`src/rtl/mem_dump_reader.sv`:
```
// Streams a window of 64-bit data-memory words (with byte addresses) over valid/ready.
// Optional: define DUMP_SKIP_ZERO_EN to drop all-zero words from the stream.
module mem_dump_reader #(
   parameter logic [63:0] BASE_ADDR  = 64'h0,
   parameter int unsigned WORD_COUNT = 256,
   parameter int unsigned CNT_W      = 16
) (
   input  logic        clock,
   input  logic        reset,
   input  logic        start,
   output logic        mem_rd_en,
   output logic [63:0] mem_addr,
   input  logic [63:0] mem_rdata,
   output logic        out_valid,
   input  logic        out_ready,
   output logic [63:0] out_addr,
   output logic [63:0] out_data,
   output logic        busy,
   output logic        done
);

   typedef enum logic [2:0] {
      S_IDLE,
      S_READ,
      S_WAIT,
      S_SEND,
      S_DONE
   } state_t;

   localparam logic [CNT_W-1:0] LAST_IDX = CNT_W'(WORD_COUNT - 1);

   state_t           state, state_nx;
   logic [CNT_W-1:0] count;
   logic             last, skip, retire, accept;

   assign mem_rd_en = (state == S_READ);
   assign last      = (count == LAST_IDX);

   always_comb begin
      state_nx = state;
      skip     = 1'b0;
      retire   = 1'b0;
      accept   = 1'b0;
`ifdef DUMP_SKIP_ZERO_EN
      skip     = (mem_rdata == '0);
`endif
      case (state)
         S_IDLE, S_DONE: begin
            if (start) begin
               accept   = 1'b1;
               state_nx = S_READ;
            end
         end
         S_READ: state_nx = S_WAIT;
         S_WAIT: begin
            // a skipped word retires straight from WAIT as if handshaken
            if (skip) begin
               retire   = 1'b1;
               state_nx = last ? S_DONE : S_READ;
            end else begin
               state_nx = S_SEND;
            end
         end
         S_SEND: begin
            if (out_valid && out_ready) begin
               retire   = 1'b1;
               state_nx = last ? S_DONE : S_READ;
            end
         end
         default: state_nx = S_IDLE;
      endcase
   end

   always_ff @(posedge clock or negedge reset) begin
      if (!reset) begin
         state     <= S_IDLE;
         count     <= '0;
         mem_addr  <= '0;
         out_valid <= 1'b0;
         out_addr  <= '0;
         out_data  <= '0;
         busy      <= 1'b0;
         done      <= 1'b0;
      end else begin
         state <= state_nx;
         if (accept) begin
            done     <= 1'b0;
            busy     <= 1'b1;
            count    <= '0;
            mem_addr <= BASE_ADDR;
         end
         if (state == S_WAIT && !skip) begin
            out_data  <= mem_rdata;
            out_addr  <= mem_addr;
            out_valid <= 1'b1;
         end
         if (retire) begin
            out_valid <= 1'b0;
            if (last) begin
               busy <= 1'b0;
               done <= 1'b1;
            end else begin
               count    <= count + 1'b1;
               mem_addr <= mem_addr + 64'd8;
            end
         end
      end
   end

endmodule
```
`config.mk`:
```
export PLATFORM = sky130hd
export DESIGN_NAME = mem_dump_reader
export DESIGN_NICKNAME = d
export VERILOG_FILES = /design/src/rtl/mem_dump_reader.sv
export SDC_FILE = /design/constraint.sdc
export NUM_CORES = 1
export LEC_CHECK = 0
export BUFFER_PORTS_ARGS = -buffer_cell sky130_fd_sc_hd__buf_2
export CAP_MARGIN = 20
export CORE_ASPECT_RATIO = 0.6
export CORE_MARGIN = 2
export CORE_UTILIZATION = 53
export CTS_CLUSTER_DIAMETER = 120
export DETAILED_ROUTE_END_ITERATION = 6
export GPL_TIMING_DRIVEN = 0
export PLACE_DENSITY_LB_ADDON = 0.25
export SLEW_MARGIN = 30
export SYNTH_ARGS = -nofsm -noshare
export SYNTH_HDL_FRONTEND = slang
export SYNTH_SLANG_ARGS = --single-unit
```
`constraint.sdc`:
```
create_clock -name clock -period 3 [get_ports clock]
set_input_delay 0.3 -clock clock [delete_from_list [all_inputs] [get_ports clock]]
set_output_delay 0.3 -clock clock [all_outputs]
set_load 0.1 [all_outputs]
```
==> impl_metrics.toml <==
[synth]
synth_top_family_by_area = "simple AND/OR/NAND/NOR gates"
synthSimpleGateAreaFrac = 0.1719
synth_seq_area_share = 0.5605
yosysWarnings = 0
ys_ff_latch = 214
synth_xor_xnor_area_share = 0.01742
synth.distinct_cells = 52
synth_edf_count = 0
synth_cells = 808
syn_area_per_cell_um2 = 11.82
async_flop_share = 1.000
synth_compound_area_frac = 0.06011
post_synth_mux_area_share = 0.1655
synth_nets = 878
synthFlopType = "dfrtp_1"
netlist_area_um2 = 9554
synth_fa_ha_area_frac = 0.002619

[route]
via_per_inst = 5.967
ant_nets = 0
wl_per_cell_um = 19.75
drt_iter0_markers = 787
drtPass1Iterations = 5
remaining_drc_errors = 0
dr_total_vias = 8020
routed_wirelength_um = 26550

[sta]
fin_crit_sh = 0.9490
timing.final.max_slew_violations = 0
setup_viol_count_final = 0
hold_viol_final = 0
worst_pin_slew_ps = 893.6
setup_slack_ps = 153.0
fmax_mhz = 351.2
relSlewSlack = 0.3988
rsz0062_at_grt = "no"
tns_ps = 0
period_needed_ps = 2847
fin_worst_skew_ps = 10.70

[power]
power_switching_mw = 6.552
pwr-share-comb = 0.498
p_clk_frac = 0.202
swShare = 0.5139
sequentialPowerShare = 0.300
p_leak_nw = 5.833
p_per_area_nw_per_um2 = 1069
peakVddDrop_v = 0.0009985
internal_power_mw = 6.197

[cells_and_area]
final_cell_area_um2 = 11920
drive_gt1_frac = 0.4054
area_growth_pct = 24.80
num_antenna_cells = 0
fin_nets = 1166
stdcell_count = 1344

[global_routing]
grt_usage = 0.2750
grt_pass1_wl_um = 41060
antenna_found_initial = 0
grt-ovfl-total = 0
grt_max_degree = 88
grt_pass1_vias = 7603

[clock_tree]
cts_root_buf = "clkbuf_16"
cts_tree = "yes"
clk_pin_slew_worst_paths_ps = 70
htree_levels = 1
max-clock-path-buffers = 3
cts_buffers = 20
cts_setup_buffers = 0
clkLatencyLatePin_ps = 500
cts_num_sinks = 214

[floorplan]
dieArea_um2 = 19150
rows = 37
start_util = 0.5489
die_h_um = 108
boundaryPins = 264
die_w_um = 177.3
core_area_um2 = 17410

[critical_path]
arrival_ps = 3270
crit_required_ps = 3420
critPathLaunchType = "flop"
critPathMaxFanout = 10
crit_buf_inv = 2
crit_family = "simple AND/OR/NAND/NOR gates"
cp-end-kind = "flop"
crit_chain = "nor4_1, and4_1, clkbuf_1, clkbuf_1, nor2_1, nand3_1, mux2i_1"
max_stage_delay_ps = 540
cpMaxStageDelayCell = "nor4_1"
cp_common_cell = "clkbuf_1"
criticalPathCategory = "flop to flop"

[placed_design]
dp_slack_ps = 227.2
post_dp_cell_area_um2 = 11240
placed_cells = 1307
gp_congestion = 0.9391
place.port_buffers = 263
hpwl_um = 19190

[hold_path]
hold_path_class = "primary input to flop"

[run]
max-cap-violations = 0

[outcome]
status = "finished, final reports clean"
-- metal layers --
metal | GRT usage | vias to the layer above | wire [um]
li1 | - | 3578 | -
met1 | 0.4156 | 3984 | 11820
met2 | 0.4024 | 407 | 11610
met3 | 0.06575 | 51 | 2646
met4 | 0.06733 | 0 | 482
met5 | 0 | - | 0
-- power by group through the flow --
stage          registers (mW)  clock network [mW]  logic (mW)
2_1_floorplan            7.67                   0        1.41
3_3_place_gp             3.83                   0        6.29
3_5_place_dp             3.86                   0        6.35
4_1_cts                  3.82                2.61        6.36
5_1_grt                  3.90                2.73        6.56
6_report                 3.82                2.58        6.35
-- per-stage QoR --
step | total power, mW | hold WS (ps) | util
after floorplan | 9.076 | 4.409 | -
after global placement | 10.11 | 463.1 | 0.6417
after detailed placement | 10.21 | 222.0 | 0.6458
after CTS | 12.80 | 24.50 | 0.6846
after global routing | 13.19 | 23.04 | 0.6850
final | 12.75 | 31.66 | 0.6850
-- cells in the final DEF, fill, tap and decap left out, drive strengths merged, types with 13 or more instances in the layout --
master	n
nor4	25
nand3	45
o31ai	17
mux2	128
buf	273
nand4	27
o21ai	22
or4	20
nand2	51
nor3	13
mux2i	14
and3	18
a21oi	25
dfrtp	214
nor2	41
clkbuf	64
-- area by class of cell --
type | instances | area, um^2
fillers | 1332 | 5483
well taps | 234 | 292.8
multi-input cells | 547 | 4003
flip-flops and latches | 214 | 5361
plain buffers | 42 | 191.4
repair buffers | 266 | 1391
clock buffers | 31 | 613.1
clock inverters | 5 | 52.55
inverters | 5 | 18.77
-- state kept, by name (all words and copies together) (netlist names) --
register,cells
busy,1
done,1
count,16
out_addr,64
state,3
out_data,64
mem_addr,64
out_valid,1
-- Yosys cell counts, types with 3 or more instances --
master    count  share of area
and2_1       10         0.0065
nand2_1      50          0.020
clkbuf_1     31          0.012
dfrtp_1     214           0.56
xnor2_1       9         0.0083
a21o_1        3         0.0024
o211ai_1      6         0.0047
nand4_1      26          0.017
xor2_1       10         0.0092
nor4_1       23          0.015
nor3_1       13         0.0068
nand3_1      45          0.024
mux2i_1      14          0.015
or4_1        19          0.015
nor2_1       41          0.016
mux2_2      128           0.15
inv_1         5         0.0020
nand2b_1      6         0.0039
a21oi_1      25          0.013
buf_1         5         0.0020
and3_1       17          0.011
or3_1        12         0.0079
and4_1       11          0.010
nand4b_1      4         0.0037
o21ai_0      22          0.012
a31oi_1      10         0.0065
o31ai_1      17          0.013
-- kinds of logic after synthesis --
| kind of cell | after synthesis |
|---|---|
| mux | 142 |
| flops | 214 |
| xor+xnor | 19 |
| compound gates | 92 |
| fa+ha+maj | 2 |
| simple gates | 292 |
| buf+inv | 47 |
-- timing repair --
| item | 4_1_cts | 5_1_grt |
|---|---|---|
| hold endpoints to repair | 42 | 0 |
| hold buffers | 1 | 0 |
| endpoints found under the setup margin | 0 | 9 |
| gates resized for setup | 0 | 2 |
-- worst register-to-register path, stage by stage (launching register included) --
cell and delay, ps:
dfrtp_1 420, nor4_1 540, and4_1 260, clkbuf_1 340
clkbuf_1 530, nor2_1 310, nand3_1 170, mux2i_1 190
-- worst paths after layout --
kind                                      start                       end  slack [ps]  cells past startpoint
max                         count[12]$_DFF_PN0_    mem_addr[43]$_DFF_PN0_         150                      7
min                               mem_rdata[42]  out_data[42]$_DFFE_PN0P_          30                      2
max reg2reg                 count[12]$_DFF_PN0_    mem_addr[43]$_DFF_PN0_         150                      7
min reg2reg                state[2]$_DFFE_PN0P_      state[1]$_DFFE_PN0P_         480                      1
max in group asynchronous                 reset    mem_addr[12]$_DFF_PN0_        1930                      3
min in group asynchronous                 reset  out_addr[28]$_DFFE_PN0P_         290                      2
Note: power is estimated with default switching activity, not from simulation.
